<file path="src/rtl/fir_16_tap_axis_pkg.sv">
// Shared constants, FSM state type and coefficient defaults for the 16-tap FIR.
package fir_pkg;

  localparam int TAPS      = 16;
  localparam int DATA_W    = 16;
  localparam int COEFF_W   = 16;
  localparam int NUM_BANKS = 4;
  localparam int FRAC_BITS = 15;
  localparam int TAP_W     = $clog2(TAPS);
  localparam int BANK_W    = $clog2(NUM_BANKS);
  // Full product plus log2(TAPS) guard bits so a 16-term sum never wraps.
  localparam int ACC_W     = DATA_W + COEFF_W + TAP_W;

  localparam logic [COEFF_W-1:0] COEFF_PASS  = 16'h7FFF;
  localparam logic [COEFF_W-1:0] COEFF_AVG16 = 16'h0800;

  typedef enum logic [1:0] {
    IDLE = 2'd0,
    MAC  = 2'd1,
    OUT  = 2'd2
  } fir_state_t;

  typedef struct packed {
    logic [BANK_W-1:0]  bank;
    logic [TAP_W-1:0]   tap;
    logic [COEFF_W-1:0] value;
  } coeff_wr_t;

  // Bank 0 passes the newest sample through; the other banks average all taps.
  function automatic logic [COEFF_W-1:0] coeff_default(input int bank, input int tap);
    if (bank == 0) begin
      return (tap == 0) ? COEFF_PASS : '0;
    end
    return COEFF_AVG16;
  endfunction

endpackage

</file>
<file path="src/rtl/fir_16_tap_axis_if.sv">
// Sample, result and coefficient-update signals of one FIR axis.
interface fir_16_tap_axis_if;
  import fir_pkg::*;

  // Handshake: no back-pressure. sample_valid is a one-cycle strobe taken only in
  // IDLE (otherwise dropped and flagged via overrun); result_valid is a one-cycle
  // strobe and result_out holds between strobes; update_en is a level whose
  // rising edge requests exactly one coefficient write.
  logic               sample_valid;
  logic [DATA_W-1:0]  sample_in;
  logic [BANK_W-1:0]  bank_sel;
  logic               update_en;
  logic [BANK_W-1:0]  update_bank;
  logic [TAP_W-1:0]   update_index;
  logic [COEFF_W-1:0] update_value;
  logic [DATA_W-1:0]  result_out;
  logic               result_valid;
  logic               busy;
  logic               overrun;

  modport master (
    output sample_valid, sample_in, bank_sel,
    output update_en, update_bank, update_index, update_value,
    input  result_out, result_valid, busy, overrun
  );

  modport slave (
    input  sample_valid, sample_in, bank_sel,
    input  update_en, update_bank, update_index, update_value,
    output result_out, result_valid, busy, overrun
  );

endinterface

</file>
<file path="src/rtl/fir_16_tap_axis_coeff_bank.sv">
// Coefficient register file: one synchronous write port, one combinational read port.
module fir_coeff_bank
  import fir_pkg::*;
(
  input  logic               sys_clk,
  input  logic               reset,
  input  logic               we_i,
  input  logic [BANK_W-1:0]  wr_bank_i,
  input  logic [TAP_W-1:0]   wr_tap_i,
  input  logic [COEFF_W-1:0] wr_data_i,
  input  logic [BANK_W-1:0]  rd_bank_i,
  input  logic [TAP_W-1:0]   rd_tap_i,
  output logic [COEFF_W-1:0] rd_data_o
);

  logic [COEFF_W-1:0] coeff_q [NUM_BANKS][TAPS];

  always_ff @(posedge sys_clk) begin
    if (reset) begin
      for (int b = 0; b < NUM_BANKS; b++) begin
        for (int t = 0; t < TAPS; t++) begin
          coeff_q[b][t] <= coeff_default(b, t);
        end
      end
    end else if (we_i) begin
      coeff_q[wr_bank_i][wr_tap_i] <= wr_data_i;
    end
  end

  assign rd_data_o = coeff_q[rd_bank_i][rd_tap_i];

endmodule

</file>
<file path="src/rtl/fir_16_tap_axis.sv">
// One-axis 16-tap FIR with a single serial MAC, four coefficient banks and a
// deferred coefficient-update port.
module fir_16_tap_axis
  import fir_pkg::*;
(
  input  logic             sys_clk,
  input  logic             reset,
  fir_16_tap_axis_if.slave bus,
  output fir_state_t       state_o
);

  localparam int PROD_W = DATA_W + COEFF_W;
  localparam int RES_W  = ACC_W - FRAC_BITS;
  localparam logic [ACC_W-1:0] ROUND_HALF =
    {{(ACC_W - FRAC_BITS){1'b0}}, 1'b1, {(FRAC_BITS - 1){1'b0}}};

  fir_state_t state_q, state_d;

  logic [DATA_W-1:0]  delay_q [TAPS];
  logic [BANK_W-1:0]  bank_q;
  logic [TAP_W-1:0]   tap_q;
  logic [ACC_W-1:0]   acc_q;
  logic [DATA_W-1:0]  result_q;
  logic               result_valid_q;
  logic               overrun_q;
  logic               upd_en_q;
  coeff_wr_t          pend_q;
  logic               pend_valid_q;

  logic               accept;
  logic               mac_en;
  logic               mac_done;
  logic               wr_en;
  logic               busy;
  logic               last_tap;
  logic               upd_edge;
  logic [COEFF_W-1:0] coeff_rd;
  logic [PROD_W-1:0]  product;
  logic [ACC_W-1:0]   acc_sum;
  logic [ACC_W-1:0]   rounded;
  logic [RES_W-1:0]   shifted;
  logic [RES_W-DATA_W:0] high_bits;
  logic [DATA_W-1:0]  result_d;

  // ---------------- FSM ----------------
  always_ff @(posedge sys_clk) begin
    if (reset) begin
      state_q <= IDLE;
    end else begin
      state_q <= state_d;
    end
  end

  always_comb begin
    state_d = state_q;
    case (state_q)
      IDLE:    if (bus.sample_valid) state_d = MAC;
      MAC:     if (last_tap)         state_d = OUT;
      OUT:                           state_d = IDLE;
      default:                       state_d = IDLE;
    endcase
  end

  always_comb begin
    accept   = 1'b0;
    mac_en   = 1'b0;
    wr_en    = 1'b0;
    busy     = 1'b1;
    case (state_q)
      IDLE: begin
        accept = bus.sample_valid;
        wr_en  = pend_valid_q;
        busy   = 1'b0;
      end
      MAC:     mac_en = 1'b1;
      default: ;
    endcase
  end

  assign last_tap = (tap_q == TAP_W'(TAPS - 1));
  assign mac_done = mac_en & last_tap;
  assign upd_edge = bus.update_en & ~upd_en_q;

  // ---------------- Coefficients ----------------
  fir_coeff_bank u_coeff (
    .sys_clk   (sys_clk),
    .reset     (reset),
    .we_i      (wr_en),
    .wr_bank_i (pend_q.bank),
    .wr_tap_i  (pend_q.tap),
    .wr_data_i (pend_q.value),
    .rd_bank_i (bank_q),
    .rd_tap_i  (tap_q),
    .rd_data_o (coeff_rd)
  );

  // ---------------- MAC datapath ----------------
  always_comb begin
    product = $signed({{COEFF_W{delay_q[tap_q][DATA_W-1]}}, delay_q[tap_q]}) *
              $signed({{DATA_W{coeff_rd[COEFF_W-1]}}, coeff_rd});
    acc_sum = acc_q + {{TAP_W{product[PROD_W-1]}}, product};
    // Round half up, then keep the integer part (arithmetic shift by FRAC_BITS).
    rounded   = acc_sum + ROUND_HALF;
    shifted   = rounded[ACC_W-1:FRAC_BITS];
    high_bits = shifted[RES_W-1:DATA_W-1];
    if ((&high_bits) || !(|high_bits)) begin
      result_d = shifted[DATA_W-1:0];
    end else if (shifted[RES_W-1]) begin
      result_d = {1'b1, {(DATA_W - 1){1'b0}}};
    end else begin
      result_d = {1'b0, {(DATA_W - 1){1'b1}}};
    end
  end

  always_ff @(posedge sys_clk) begin
    if (reset) begin
      for (int i = 0; i < TAPS; i++) delay_q[i] <= '0;
      bank_q         <= '0;
      tap_q          <= '0;
      acc_q          <= '0;
      result_q       <= '0;
      result_valid_q <= 1'b0;
      overrun_q      <= 1'b0;
    end else begin
      if (accept) begin
        for (int i = TAPS - 1; i > 0; i--) delay_q[i] <= delay_q[i-1];
        delay_q[0] <= bus.sample_in;
        bank_q     <= bus.bank_sel;
        tap_q      <= '0;
        acc_q      <= '0;
      end else if (mac_en) begin
        tap_q <= tap_q + TAP_W'(1);
        acc_q <= acc_sum;
      end
      // The final sum is rounded on the way into OUT so the strobe lines up with OUT.
      result_valid_q <= mac_done;
      if (mac_done) result_q <= result_d;
      if (bus.sample_valid && busy) overrun_q <= 1'b1;
    end
  end

  // ---------------- Coefficient update capture ----------------
  always_ff @(posedge sys_clk) begin
    if (reset) begin
      upd_en_q     <= 1'b0;
      pend_q       <= '0;
      pend_valid_q <= 1'b0;
    end else begin
      upd_en_q <= bus.update_en;
      // A fresh edge wins over (and replaces) any write still waiting for IDLE.
      if (upd_edge) begin
        pend_q.bank  <= bus.update_bank;
        pend_q.tap   <= bus.update_index;
        pend_q.value <= bus.update_value;
        pend_valid_q <= 1'b1;
      end else if (wr_en) begin
        pend_valid_q <= 1'b0;
      end
    end
  end

  assign bus.result_out   = result_q;
  assign bus.result_valid = result_valid_q;
  assign bus.busy         = busy;
  assign bus.overrun      = overrun_q;
  assign state_o          = state_q;

endmodule
</file>
<file path="src/flat_wrapper.sv">
// flat-port wrapper written by rule: the top's interface ports become plain ports
module fir_16_tap_axis_flat import fir_pkg::*;
  (sys_clk, reset, state_o, bus_sample_valid, bus_sample_in, bus_bank_sel, bus_update_en, bus_update_bank, bus_update_index, bus_update_value, bus_result_out, bus_result_valid, bus_busy, bus_overrun);
  fir_16_tap_axis_if bus_i ();
  input  logic sys_clk;
  input  logic reset;
  output fir_state_t state_o;
  input wire logic [$bits(bus_i.sample_valid)-1:0] bus_sample_valid;
  input wire logic [$bits(bus_i.sample_in)-1:0] bus_sample_in;
  input wire logic [$bits(bus_i.bank_sel)-1:0] bus_bank_sel;
  input wire logic [$bits(bus_i.update_en)-1:0] bus_update_en;
  input wire logic [$bits(bus_i.update_bank)-1:0] bus_update_bank;
  input wire logic [$bits(bus_i.update_index)-1:0] bus_update_index;
  input wire logic [$bits(bus_i.update_value)-1:0] bus_update_value;
  output wire logic [$bits(bus_i.result_out)-1:0] bus_result_out;
  output wire logic [$bits(bus_i.result_valid)-1:0] bus_result_valid;
  output wire logic [$bits(bus_i.busy)-1:0] bus_busy;
  output wire logic [$bits(bus_i.overrun)-1:0] bus_overrun;
  assign bus_i.sample_valid = bus_sample_valid;
  assign bus_i.sample_in = bus_sample_in;
  assign bus_i.bank_sel = bus_bank_sel;
  assign bus_i.update_en = bus_update_en;
  assign bus_i.update_bank = bus_update_bank;
  assign bus_i.update_index = bus_update_index;
  assign bus_i.update_value = bus_update_value;
  assign bus_result_out = bus_i.result_out;
  assign bus_result_valid = bus_i.result_valid;
  assign bus_busy = bus_i.busy;
  assign bus_overrun = bus_i.overrun;
  fir_16_tap_axis u_core (.sys_clk(sys_clk), .reset(reset), .bus(bus_i), .state_o(state_o));
endmodule
</file>
<file path="config.mk">
export PLATFORM = sky130hd
export DESIGN_NAME = fir_16_tap_axis_flat
export DESIGN_NICKNAME = d
export VERILOG_FILES = /design/src/rtl/fir_16_tap_axis_pkg.sv /design/src/rtl/fir_16_tap_axis_if.sv /design/src/rtl/fir_16_tap_axis_coeff_bank.sv /design/src/rtl/fir_16_tap_axis.sv /design/src/flat_wrapper.sv
export SDC_FILE = /design/constraint.sdc
export NUM_CORES = 2
export LEC_CHECK = 0
export ABC_CLOCK_PERIOD_IN_PS = 13750
export CAP_MARGIN = 20
export CORE_AREA = 5 5 278 552
export CTS_BUF_LIST = sky130_fd_sc_hd__clkbuf_4
export DETAILED_ROUTE_END_ITERATION = 12
export DIE_AREA = 0 0 283 557
export PLACE_DENSITY = 0.73
export SLEW_MARGIN = 20
export SYNTH_ARGS = -nofsm -noshare
export SYNTH_HDL_FRONTEND = slang
export SYNTH_SLANG_ARGS = --single-unit
</file>
<file path="constraint.sdc">
create_clock -name sys_clk -period 13.75 [get_ports sys_clk]
set_clock_uncertainty 0.1 [all_clocks]
set_input_delay 2.75 -clock sys_clk [delete_from_list [all_inputs] [get_ports sys_clk]]
set_output_delay 2.75 -clock sys_clk [all_outputs]
set_load 0.1 [all_outputs]
</file>
Yosys cells after proc, flatten, opt, wreduce, memory -nomap -nowiden --
Memory sizes are Yosys's and may differ from the RTL's. A register that Yosys moved wholly into a read port is not among the register bits. Index checks and enable logic that the tools add are counted.
Word-level totals: bits in registers 86, bits in writable memories 1280, input port bits 44, output and inout bits 21, word-level logic and storage cells 109, memories 2
Cells by class: add/subtract/negate cells 3, multiply operators 1, magnitude comparators 3, eq/ne operators 4, muxes and demuxes 52, bitwise operators 21, reduce and logical (&&, ||, !) cells 11
Memories:
- u_core.u_coeff.coeff_q | depth 4, bits a word 256, rd ports 1, clocked after memory_dff 1, wr ports 4, RTL line fir_16_tap_axis_coeff_bank.sv:16 | logic [COEFF_W-1:0] coeff_q [NUM_BANKS][TAPS];
- u_core.delay_q | depth 16, bits a word 16, rd ports 16, clocked after memory_dff 1, wr ports 16, RTL line fir_16_tap_axis.sv:19 | logic [DATA_W-1:0] delay_q [TAPS];
Operator list (count):
- 2-to-1 mux 256 bit | 3
- 2-to-1 mux 16 bit | 23
- OR reduction 256 bit | 1
- binary-select mux 16 bit (select 4 bit) | 1
- demux 16 bit (select 4 bit) | 1
- adder 36 x 15 -> 36 bit, second input constant | 1
- adder 36 bit | 1
- multiplier 16 x 16 -> 32 bit | 1
- bitwise OR 1 bit | 16
- 2-to-1 mux 15 bit | 1
- 2-to-1 mux 1 bit | 14
- 2-to-1 mux 12 bit | 1
- >= comparator 5 bit, second input constant | 2
- 2-to-1 mux 2 bit | 5
- inverter 4 -> 5 bit | 2
- 2-to-1 mux 4 bit | 2
- AND reduction 6 bit | 1
- OR reduction 6 bit | 1
- < comparator 5 x 1 -> 1 bit, second input constant | 1
- adder 4 x 1 -> 4 bit, second input constant | 1
- equality test 4 bit, second input constant | 1
- case mux 2 bit (2 select lines) | 1
- AND 1 bit | 2
- equality test 2 x 1 -> 1 bit, second input constant | 1
- 10 further kinds | 11

Depth between registers and ports, before layout --
depth in word-level cells 11, depth in mapped cells 48, mapped depth without buffers 42

By module --
Synthesis repeated with hierarchy kept, for this count alone.
Second synthesis, totals: cells, all modules 5544, area, all modules 73909.6 sq um
By module, submodules not included:
- fir_coeff_bank | times used 1, cells an instance 3061, area an instance 46847.4 sq um, seq. area each 30749.5 sq um
- fir_16_tap_axis | times used 1, cells an instance 2483, area an instance 27062.2 sq um, seq. area each 9489.1 sq um

Worst setup path after synthesis --
No wires, ideal clock.
kind reg-to-reg, from reg with a tool-made name, to reg u_core.result_q[12], in the netlist u_core.bus.result_out[12], setup time 125 ps, arrival time 11429 ps, required time 13525 ps, slack 2096 ps, cell stages (with the launch flop) 46, buffers on the path 7, clock period less this slack 11654 ps, cells stage by stage dfxtp_1 clkbuf_1 clkbuf_1 buf_1 buf_1 mux4_2 mux4_2 mux2i_1 nand2_1 o21ai_0 clkbuf_1 nor2_1 fa_1 inv_1 fa_1 fa_1 fa_1 inv_1 [... 10 more ...] o21a_1 a21boi_0 xnor2_1 ha_1 clkbuf_1 a21oi_1 o21ai_0 and3_1 a41oi_1 o2111ai_1 a41oi_2 xor2_1 or2_2 o2111ai_1 o211a_1 o311ai_4 buf_6 a31oi_2
RTL lines:
- to (signal assigned) | RTL line fir_16_tap_axis.sv:137 | if (mac_done) result_q <= result_d;
- to (decl) | RTL line fir_16_tap_axis.sv:23 | logic [DATA_W-1:0] result_q;

==> impl_metrics.ini <==
[outcome]
status = finished clean

[critical_path]
crit_buf_inv = 6
critPathMaxFanout = 29
crit_type = reg -> reg
critical_path_arrival_ns = 13.20
slowest_delay_ns = 0.80
r2r_cells = 41
reg2reg_slack_ns = 1.42
crit_family = compound AO/OA/AOI/OAI gates
slowest_stage = dfxtp_4
startpoint_type = register
r2r-end = u_core.bus.result_out[10]$_SDFFE_PP0P_
worst_path_most_repeated_cell = fa_1
crit_required_ns = 14.62
end_kind = register

[clock_network]
clock_latency_ns = 1.18
ctsResizeCount = 0
numCtsBuffers = 314
cts_tree = built
cts_buffer_depth = 4
cts.sinks = 1372
clk_pin_slew_ns = 0.06
cts_hold_buf = 0
cts_setup_buffers = 0
cts-root-buf = clkbuf_4
htreeDepth = 5

[sta]
fin_setup_tns_ns = 0
period_share = 0.8966
finalSetupViolCount = 0
hold_violations = 0
timing.fmax_ghz = 0.08112
drv_slew = 0
relSlewSlack = 0.2163
min_period_ns = 12.33
worst-slew-pin-transition_ns = 1.171
rsz0062_at_grt = no

[global_route]
grt_pass1_vias = 48480
grt_antenna_before_repair = 3
grt_max_degree = 150
overflow = 0
grt_pass1_wl_mm = 298.2
track_usage = 0.2497

[routing]
drt_iter0_markers = 4064
via_per_inst = 5.889
wirelength_mm = 198.1
avgRoutedWirePerCell_um = 25.86
first_pass_iters = 8
drc = 0
vias = 45110
ant_nets = 0

[logic_synthesis]
synthArstFlopShare = 0
synthTopCellsByArea = edfxtp_1 52%, mux4_2 12%, and2_1 7.7%
synth_cell_types = 92
syn_nets = 5853
yosys.area.top_type_share = 0.5213
ys_ff_latch = 1372
syn_area_per_cell_sq_um = 13.59
synth.most_common_cell = edfxtp_1
syn_inst = 5424
synth-edff-count = 1280
synthTopCellsByCount = 1280 x edfxtp_1, 912 x and2_1, 395 x mux4_2
synth_area_leader_cell = edfxtp_1
ys_seq_area_frac = 0.5463
synth_area_sq_mm = 0.07373
synthFlopType = edfxtp_1
yosysWarnings = 0

[floorplanning]
core_region_area_sq_mm = 0.1484
initial_core_util = 0.4968
fp.dieH_um = 557
die_w_um = 283
ios = 65
die-area_sq_mm = 0.1576
std_cell_rows = 200

[place]
gp_congestion = 0.9546
port_buffers = 64
place_area_sq_mm = 0.07639
dpl.hpwl_mm = 135.5

[cells_and_area]
final_cell_area_sq_mm = 0.08028
nNetsFinal = 5944
drive_gt1_frac = 0.2074
multi_input_area_sq_mm = 0.03058
fill_cells = 12130
area_growth_pct = 8.889
regArea_sq_mm = 0.04032

[flow_run]
max_cap_viol_count = 0

[hold_path]
hold_path_end = u_core.pend_q[11]$_SDFFE_PP0P_
hold_class = reg -> reg
hp-start = u_core.pend_q[11]$_SDFFE_PP0P_
hold_depth = 2
-- metal layers --
layer / vias to the layer above / routed length (um) / track usage
met1: 22940 / 63800 / 0.2570
met5: - / 0 / 0
li1: 19710 / - / -
met2: 1851 / 105400 / 0.4574
met3: 611 / 10650 / 0.03468
met4: 0 / 18170 / 0.1917
-- cell type report --
cell class                      instances  share of cell area
Sequential cell                      1372              0.5023
Multi-Input combinational cell       3285              0.3809
Clock buffer                          449             0.04199
Tap cell                             1919             0.02991
Timing Repair Buffer                  208             0.02297
Inverter                              334             0.01571
Clock inverter                         89            0.006078
Antenna cell                            4           0.0001247
-- through the flow --
step | std cells | setup WS (ns) | util | hold slack (ns)
2_1_floorplan | 5424 | 2.096 | - | 0.3362
3_3_place_gp | 7117 | 1.561 | 0.5148 | 0.3418
3_5_place_dp | 7117 | 1.490 | 0.5148 | 0.3439
4_1_cts | 7655 | 1.499 | 0.5408 | 0.3537
5_1_grt | 7659 | 0.5729 | 0.5410 | 0.3781
6_report | 7660 | 1.422 | 0.5410 | 0.3531
-- state kept, by name (all words and copies together) (netlist names), named ones only --
register,flops
u_core.u_coeff.coeff_q,1024
u_core.delay_q,256
u_core.acc_q,36
u_core.pend_q,22
u_core.bus.result_out,16
u_core.tap_q,4
u_core.bank_q,2
u_core.state_o,2
u_core.bus.overrun,1
u_core.bus.result_valid,1
u_core.pend_valid_q,1
u_core.upd_en_q,1
-- cell usage in the layout, fill, tap and decap left out, types with 84 or more instances in the layout --
cell type,synthesis,final
nor2_1,276,273
nor3_1,84,84
nand2_1,279,278
edfxtp_1,1280,1280
inv_1,332,332
buf_4,2,133
mux4_2,395,395
ha_1,122,122
fa_1,263,263
clkbuf_4,0,449
and2_1,912,912
a21oi_1,116,116
and3_1,264,264
-- worst max path at each step --
| stage | startpoint | to | slack, ns | depth (start not counted) |
|---|---|---|---|---|
| after CTS | register | u_core.bus.result_out[11]$_SDFFE_PP0P_ | 1.50 | 40 |
| after floorplan | register | u_core.bus.result_out[12]$_SDFFE_PP0P_ | 2.10 | 45 |
| after detailed placement | register | u_core.bus.result_out[11]$_SDFFE_PP0P_ | 1.49 | 40 |
| final | register | u_core.bus.result_out[10]$_SDFFE_PP0P_ | 1.42 | 41 |
| after global routing | register | u_core.bus.result_out[11]$_SDFFE_PP0P_ | 0.57 | 40 |
| after global placement | register | u_core.bus.result_out[0]$_SDFFE_PP0P_ | 1.56 | 39 |
-- tightest hold or removal path, delay by kind of cell, from the launching register on --
| family | cells | cell delay [ns] |
|---|---|---|
| and+or+nand+nor | 1 | 0.05 |
| AOI/OAI and AO/OA | 1 | 0.05 |
| DFF | 1 | 0.32 |
-- cell families after synthesis --
| group | synth area share |
|---|---|
| compound gates | 0.02963 |
| xor+xnor | 0.009860 |
| fa+ha+maj | 0.09212 |
| buf+inv | 0.03944 |
| flops | 0.5463 |
| mux | 0.1273 |
| simple gates | 0.1554 |
Power is not shown: default switching activity piles up to over one toggle a cycle in this logic, so the estimate is an artifact.
